`src/rtl/i2s_rx_deserializer_pkg.sv`:
```
// Shared I2S definitions for the capture and playback paths.
package i2s_rx_deserializer_pkg;

    // Bit periods between an lrclk edge and the channel MSB.
    localparam int unsigned I2S_DELAY  = 1;
    // lrclk level that marks the left channel.
    localparam logic        LEFT_LEVEL = 1'b0;

    localparam int unsigned DEF_DATA_W = 16;
    localparam int unsigned DEF_SLOT_W = 32;

    // Legacy state encodings, kept so older code can still compare against them.
    localparam logic [1:0] ST_IDLE  = 2'd0;
    localparam logic [1:0] ST_LEFT  = 2'd1;
    localparam logic [1:0] ST_RIGHT = 2'd2;

    typedef enum logic [1:0] {
        IDLE  = ST_IDLE,
        LEFT  = ST_LEFT,
        RIGHT = ST_RIGHT
    } i2s_state_e;

endpackage

```
`src/rtl/i2s_rx_deserializer_sync_fifo.sv`:
```
// Synchronous FIFO with a registered head word and occupancy count.
module sync_fifo #(
    parameter int unsigned WIDTH = 32,
    parameter int unsigned DEPTH = 8
) (
    input  logic                       i_clk,
    input  logic                       i_rst,
    input  logic                       i_push,
    input  logic [WIDTH-1:0]           i_data,
    input  logic                       i_pop,
    output logic                       o_valid,
    output logic [WIDTH-1:0]           o_data,
    output logic [$clog2(DEPTH):0]     o_level,
    output logic                       o_drop
);

    localparam int unsigned PTR_W = $clog2(DEPTH);
    localparam int unsigned LVL_W = PTR_W + 1;

    logic [WIDTH-1:0] r_mem [DEPTH];
    logic [PTR_W-1:0] r_wr;
    logic [PTR_W-1:0] r_rd;
    logic [LVL_W-1:0] r_level;
    logic [WIDTH-1:0] r_head;

    logic             w_empty;
    logic             w_full;
    logic             w_pop;
    logic             w_push;
    logic [PTR_W-1:0] w_rd_nxt;

    assign w_empty  = (r_level == '0);
    assign w_full   = (r_level == LVL_W'(DEPTH));
    assign w_pop    = i_pop && !w_empty;
    // A full FIFO still accepts a push when the head leaves in the same cycle.
    assign w_push   = i_push && (!w_full || w_pop);
    assign w_rd_nxt = w_pop ? r_rd + PTR_W'(1) : r_rd;

    assign o_valid  = !w_empty;
    assign o_data   = r_head;
    assign o_level  = r_level;
    assign o_drop   = i_push && w_full && !w_pop;

    // Storage write; contents need no reset since the level gates visibility.
    always_ff @(posedge i_clk) begin
        if (w_push) begin
            r_mem[r_wr] <= i_data;
        end
    end

    // Pointer and occupancy bookkeeping.
    always_ff @(posedge i_clk) begin
        if (i_rst) begin
            r_wr    <= '0;
            r_rd    <= '0;
            r_level <= '0;
        end else begin
            if (w_push) begin
                r_wr <= r_wr + PTR_W'(1);
            end
            r_rd <= w_rd_nxt;
            case ({w_push, w_pop})
                2'b10:   r_level <= r_level + LVL_W'(1);
                2'b01:   r_level <= r_level - LVL_W'(1);
                default: r_level <= r_level;
            endcase
        end
    end

    // Head register: bypass the incoming word when it lands in the next head slot.
    always_ff @(posedge i_clk) begin
        if (i_rst) begin
            r_head <= '0;
        end else if (w_push && (r_wr == w_rd_nxt)) begin
            r_head <= i_data;
        end else begin
            r_head <= r_mem[w_rd_nxt];
        end
    end

endmodule

```
`src/rtl/i2s_rx_deserializer.sv`:
```
// I2S ADC capture: deserializes left/right samples and queues stereo words.
module i2s_rx_deserializer
    import i2s_rx_deserializer_pkg::*;
#(
    parameter int unsigned DATA_W     = DEF_DATA_W,
    parameter int unsigned SLOT_W     = DEF_SLOT_W,
    parameter int unsigned FIFO_DEPTH = 8
) (
    input  logic                          mclk,
    input  logic                          reset,
    input  logic                          en,
    input  logic                          bclk,
    input  logic                          lrclk,
    input  logic                          adc_sdata,
    output logic                          m_valid,
    input  logic                          m_ready,
    output logic [2*DATA_W-1:0]           m_data,
    output logic [$clog2(FIFO_DEPTH):0]   fifo_level,
    output logic                          overflow,
    input  logic                          ovf_clr,
    output logic                          frame_err
);

    localparam int unsigned       CNT_W     = $clog2(SLOT_W);
    localparam logic [CNT_W-1:0]  CNT_MAX   = CNT_W'(SLOT_W - 1);
    localparam logic [CNT_W-1:0]  CNT_FIRST = CNT_W'(I2S_DELAY);
    localparam logic [CNT_W-1:0]  CNT_LAST  = CNT_W'(DATA_W);

    logic              r_bclk_d1, r_bclk_d2, r_bclk_d3;
    logic              r_lrclk_d1, r_lrclk_d2;
    logic              r_sdata_d1, r_sdata_d2;
    logic              r_lr_prev;
    logic [CNT_W-1:0]  r_cnt;
    logic [DATA_W-1:0] r_shift;
    logic [DATA_W-1:0] r_left;
    i2s_state_e        r_state;
    logic              r_frame_err;
    logic              r_overflow;

    logic              w_rise;
    logic              w_lr_edge;
    logic              w_left_start;
    logic              w_slot_ok;
    logic [CNT_W-1:0]  w_cnt_nxt;
    i2s_state_e        w_state_nxt;
    logic              w_push;
    logic              w_latch_left;
    logic              w_err;
    logic              w_drop;

    assign w_rise       = r_bclk_d2 && !r_bclk_d3;
    assign w_lr_edge    = (r_lrclk_d2 != r_lr_prev);
    assign w_left_start = w_lr_edge && (r_lrclk_d2 == LEFT_LEVEL);
    // r_cnt still holds the last count of the slot that is ending.
    assign w_slot_ok    = (r_cnt >= CNT_LAST);
    assign w_cnt_nxt    = w_lr_edge ? '0 :
                          (r_cnt == CNT_MAX) ? r_cnt : r_cnt + CNT_W'(1);

    assign frame_err    = r_frame_err;
    assign overflow     = r_overflow;

    // Two-stage alignment of bclk/lrclk/data, plus one extra bclk stage for edge detect.
    always_ff @(posedge mclk) begin
        if (reset) begin
            r_bclk_d1  <= 1'b0;
            r_bclk_d2  <= 1'b0;
            r_bclk_d3  <= 1'b0;
            r_lrclk_d1 <= 1'b0;
            r_lrclk_d2 <= 1'b0;
            r_sdata_d1 <= 1'b0;
            r_sdata_d2 <= 1'b0;
        end else begin
            r_bclk_d1  <= bclk;
            r_bclk_d2  <= r_bclk_d1;
            r_bclk_d3  <= r_bclk_d2;
            r_lrclk_d1 <= lrclk;
            r_lrclk_d2 <= r_lrclk_d1;
            r_sdata_d1 <= adc_sdata;
            r_sdata_d2 <= r_sdata_d1;
        end
    end

    // Bit counter and MSB-first shifter, advanced on each bclk rise.
    always_ff @(posedge mclk) begin
        if (reset) begin
            r_lr_prev <= 1'b0;
            r_cnt     <= '0;
            r_shift   <= '0;
        end else if (w_rise) begin
            r_lr_prev <= r_lrclk_d2;
            r_cnt     <= w_cnt_nxt;
            if ((w_cnt_nxt >= CNT_FIRST) && (w_cnt_nxt <= CNT_LAST)) begin
                r_shift <= {r_shift[DATA_W-2:0], r_sdata_d2};
            end
        end
    end

    // Frame sequencing: decide slot completion at each lrclk edge.
    always_comb begin
        w_state_nxt  = r_state;
        w_push       = 1'b0;
        w_latch_left = 1'b0;
        w_err        = 1'b0;
        if (!en) begin
            w_state_nxt = IDLE;
        end else if (w_rise && w_lr_edge) begin
            case (r_state)
                IDLE: begin
                    if (w_left_start) begin
                        w_state_nxt = LEFT;
                    end
                end
                LEFT: begin
                    if (!w_left_start) begin
                        if (w_slot_ok) begin
                            w_latch_left = 1'b1;
                            w_state_nxt  = RIGHT;
                        end else begin
                            w_err       = 1'b1;
                            w_state_nxt = IDLE;
                        end
                    end
                end
                RIGHT: begin
                    if (w_left_start) begin
                        if (w_slot_ok) begin
                            w_push      = 1'b1;
                            w_state_nxt = LEFT;
                        end else begin
                            w_err       = 1'b1;
                            w_state_nxt = IDLE;
                        end
                    end
                end
                default: w_state_nxt = IDLE;
            endcase
        end
    end

    // FSM state, left-sample holding register and error pulse.
    always_ff @(posedge mclk) begin
        if (reset) begin
            r_state     <= IDLE;
            r_left      <= '0;
            r_frame_err <= 1'b0;
        end else begin
            r_state     <= w_state_nxt;
            r_frame_err <= w_err;
            if (w_latch_left) begin
                r_left <= r_shift;
            end
        end
    end

    // Sticky overflow; a drop in the same cycle as a clear keeps it set.
    always_ff @(posedge mclk) begin
        if (reset) begin
            r_overflow <= 1'b0;
        end else if (w_drop) begin
            r_overflow <= 1'b1;
        end else if (ovf_clr) begin
            r_overflow <= 1'b0;
        end
    end

    sync_fifo #(
        .WIDTH (2*DATA_W),
        .DEPTH (FIFO_DEPTH)
    ) u_fifo (
        .i_clk   (mclk),
        .i_rst   (reset),
        .i_push  (w_push),
        .i_data  ({r_left, r_shift}),
        .i_pop   (m_ready),
        .o_valid (m_valid),
        .o_data  (m_data),
        .o_level (fifo_level),
        .o_drop  (w_drop)
    );

endmodule
```
`config.mk`:
```
export PLATFORM = sky130hd
export DESIGN_NAME = i2s_rx_deserializer
export DESIGN_NICKNAME = d
export VERILOG_FILES = /design/src/rtl/i2s_rx_deserializer_pkg.sv /design/src/rtl/i2s_rx_deserializer_sync_fifo.sv /design/src/rtl/i2s_rx_deserializer.sv
export SDC_FILE = /design/constraint.sdc
export NUM_CORES = 1
export LEC_CHECK = 0
export CAP_MARGIN = 20
export CORE_MARGIN = 5
export CORE_UTILIZATION = 55
export CTS_CLUSTER_SIZE = 10
export DETAILED_ROUTE_END_ITERATION = 12
export PLACE_DENSITY = 0.76
export SLEW_MARGIN = 20
export SYNTH_ARGS = -nofsm -noshare
export SYNTH_HDL_FRONTEND = slang
export SYNTH_SLANG_ARGS = --single-unit
```
`constraint.sdc`:
```
create_clock -name mclk -period 11.01 [get_ports mclk]
set_input_delay 3.303 -clock mclk [delete_from_list [all_inputs] [get_ports mclk]]
set_output_delay 3.303 -clock mclk [all_outputs]
set_load 0.01 [all_outputs]
```
==> reports/metrics.cfg <==
[outcome]
status=completed

[yosys]
netlist_area_um2=15500
ys_seq_area_frac=0.614
ys.flop_type=edfxtp_1
synthTopCellsByCount=edfxtp_1 (256), mux2i_1 (148), nor2_1 (99), dfxtp_1 (91), o22ai_1 (64)
synth.largest_area_cell=edfxtp_1
synth-async-reset-ratio=0
synth_nets=1180
synthTopCellsByArea=edfxtp_1 (50%), dfxtp_1 (12%), mux2i_1 (9.6%), mux4_2 (4.5%), o221ai_1 (3.6%)
ys_warn_count=0
ys_seq_elements=347
synth_edf_count=256
synth.distinct_cells=53
synthCells=1160
synth_top_area_share=0.496
avgSynthCellArea_um2=13.4
yosysMostFrequentCell=edfxtp_1

[pwr]
ir_worst_vdd_mv=0.123
leakage_uw=0.00520
powerDensity_nw_per_um2=221
clkPwrFrac=0.310
seq_power_share=0.394
combPwrFrac=0.296
internal_power_uw=2670
power_switching_share=0.304
p_sw_uw=1170

[cells_and_area]
final_nets=1190
fin_cells=1579
syn_to_final_growth_pct=12.5
drive_gt1_frac=0.118
diodes=0

[flow_run]
cap_violations=0

[clock_network]
cts_sinks=347
clk_path_buf_depth=3
htree_levels=2
postCtsResizedCells=0
cts_hold_buf=0
cts_tree=done
cts_setup_buffers=0
cts_buffers=40
clk_latency_ns=0.53
clkTransAtPathRegs_ns=0.06
cts_root_buffer=clkbuf_16

[sta]
hold_viol=0
setup-tns-final_ns=0
slew_headroom=0.246
grt_setup_unrepaired=false
worst_slew_pin_slew_ns=1.13
maxSlewViolCount=0
min_period_over_period=0.567
finClkSkew_ns=0.0192
timing.final.ws_setup_ns=4.77
layout_min_cycle_time_ns=6.24
fmax_ghz=0.160
setup_violations=0

[setup_path]
path_max_fanout=35
crit_chain=clkdlybuf4s50_1 -> o41a_2 -> nand2_1 -> xor2_4 -> buf_4 -> nor2_1 -> a31oi_1 -> a211oi_2
slowest_delay_ns=0.79
worstPathRequired_ns=11.38
critPathKind=in2reg
crit_path_end_kind=register
slowest_stage=o41a_2
startpoint_type=input port
path_buf_inv=2
crit_arrival_ns=6.61
critPathTopFamily=compound AO/OA/AOI/OAI gates

[grt]
grt_pass1_wl_um=54200
antenna_found_initial=0
grt_pass1_vias=10009
grt_util_all_layers=0.219
grt_overflow=0
grt_max_degree=75

[die]
die_area_um2=31600
die_h_um=178
die_w_um=178
io-pin-count=47
floorplan.initialDensity=0.558
coreArea_um2=27800
row_count=61

[placement]
port_buffers=46
dp_cells=1505
preCtsSetupSlack_ns=4.15
place_congestion=0.772
dp_hpwl_um=20100

[route]
drt_iter0_drc=972
wl_um=35200
via_per_inst=6.41
dr_wl_met3_um=2150
route.antenna.remaining_nets=0
wl_per_cell_um=22.3
wl_met2_um=17900
top_layer=met4
drcViolationCount=0
wl_met1_um=14200
dr.pass1.iters=5
vias=10117

[min_path]
hp-class=reg2reg

==> layout by cell type, fill, tap and decap left out, types with 15 or more instances in the layout <==
master,Yosys,final
edfxtp_1,256,256
mux2i_1,148,148
nor2_1,99,96
dfxtp_1,91,89
o22ai_1,64,64
o221ai_1,63,63
o21ai_0,56,56
clkdlybuf4s50_1,0,45
clkbuf_16,0,41
a31oi_1,33,33
mux4_2,31,31
clkbuf_1,53,30
o21ai_1,29,29
a21oi_1,23,23
buf_4,1,23
a211oi_2,20,20
nand3_1,19,19
nand2_1,17,16
a211oi_1,15,15
==> power groups by stage <==
stage | registers [µW] | clock network (µW) | logic [µW]
after detailed placement | 1540 | 0 | 1140
after floorplan | 1530 | 0 | 836
final | 1510 | 1190 | 1140
after global routing | 1520 | 1250 | 1230
after CTS | 1520 | 1200 | 1140
after global placement | 1540 | 0 | 1110
==> metal layers <==
layer,vias to the layer above,track usage
met2,357,0.378
met4,0,0.0764
met3,59,0.0337
met5,-,0
li1,4618,-
met1,5083,0.284
==> through the flow <==
step           cell area [µm²]  power, µW  hold slack, ns  utilization
4_1_cts                  17400       3860           0.436        0.626
5_1_grt                  17400       4010           0.453        0.627
3_3_place_gp             16200       2650           0.417        0.584
2_1_floorplan            15500       2370           0.414            -
6_report                 17400       3840           0.434        0.627
3_5_place_dp             16200       2680           0.424        0.584
==> cell type report <==
cell class / instances / area [µm²]
clock buffer: 71 / 1140
multi-input combinational: 703 / 5590
clock inverter: 2 / 17.5
timing repair buffer: 69 / 651
sequential: 347 / 9520
tap: 378 / 473
inverter: 9 / 33.8
fill: 2098 / 10400
==> cells by family (layout without fill, tap and decap cells) <==
| group | after synthesis | count (layout) | share of synthesized area |
|---|---|---|---|
| muxes | 181 | 181 | 0.142 |
| DFF | 347 | 347 | 0.614 |
| buffers and inverters | 110 | 151 | 0.0317 |
| AOI/OAI and AO/OA | 317 | 317 | 0.142 |
| xor gates and xnor gates | 10 | 10 | 0.00565 |
| adders and majority gates | 12 | 12 | 0.0102 |
| and+or+nand+nor | 183 | 183 | 0.0541 |
==> worst paths after layout <==
kind,to,cells after the start,slack (ns),start
hold reg to reg,r_sdata_d2$_SDFF_PP0_,1,0.43,r_sdata_d1$_SDFF_PP0_
setup reg to reg,u_fifo.o_data[29]$_SDFF_PP0_,7,7.49,u_fifo.r_rd[1]$_SDFF_PP0_
hold / removal,r_sdata_d2$_SDFF_PP0_,1,0.43,r_sdata_d1$_SDFF_PP0_
setup / recovery,u_fifo.o_data[29]$_SDFF_PP0_,8,4.77,m_ready
==> worst register-to-register path: cells and delay by family, from the launching register on <==
kind	cells	cell delay, ns
compound gates	4	0.83
fa+ha+maj	1	0.73
buf+inv	1	0.47
flops	1	0.72
simple gates	1	0.71
==> flip-flops by register name, indices dropped and copies added, names as in the netlist, 2 cells and up <==
| register | cells |
|---|---|
| u_fifo.r_mem | 256 |
| r_state | 2 |
| u_fifo.r_rd | 3 |
| u_fifo.o_data | 32 |
| r_cnt | 5 |
| u_fifo.r_wr | 3 |
| r_left | 16 |
| u_fifo.o_level | 4 |
| r_shift | 16 |
(Power assumes the default switching activity.)
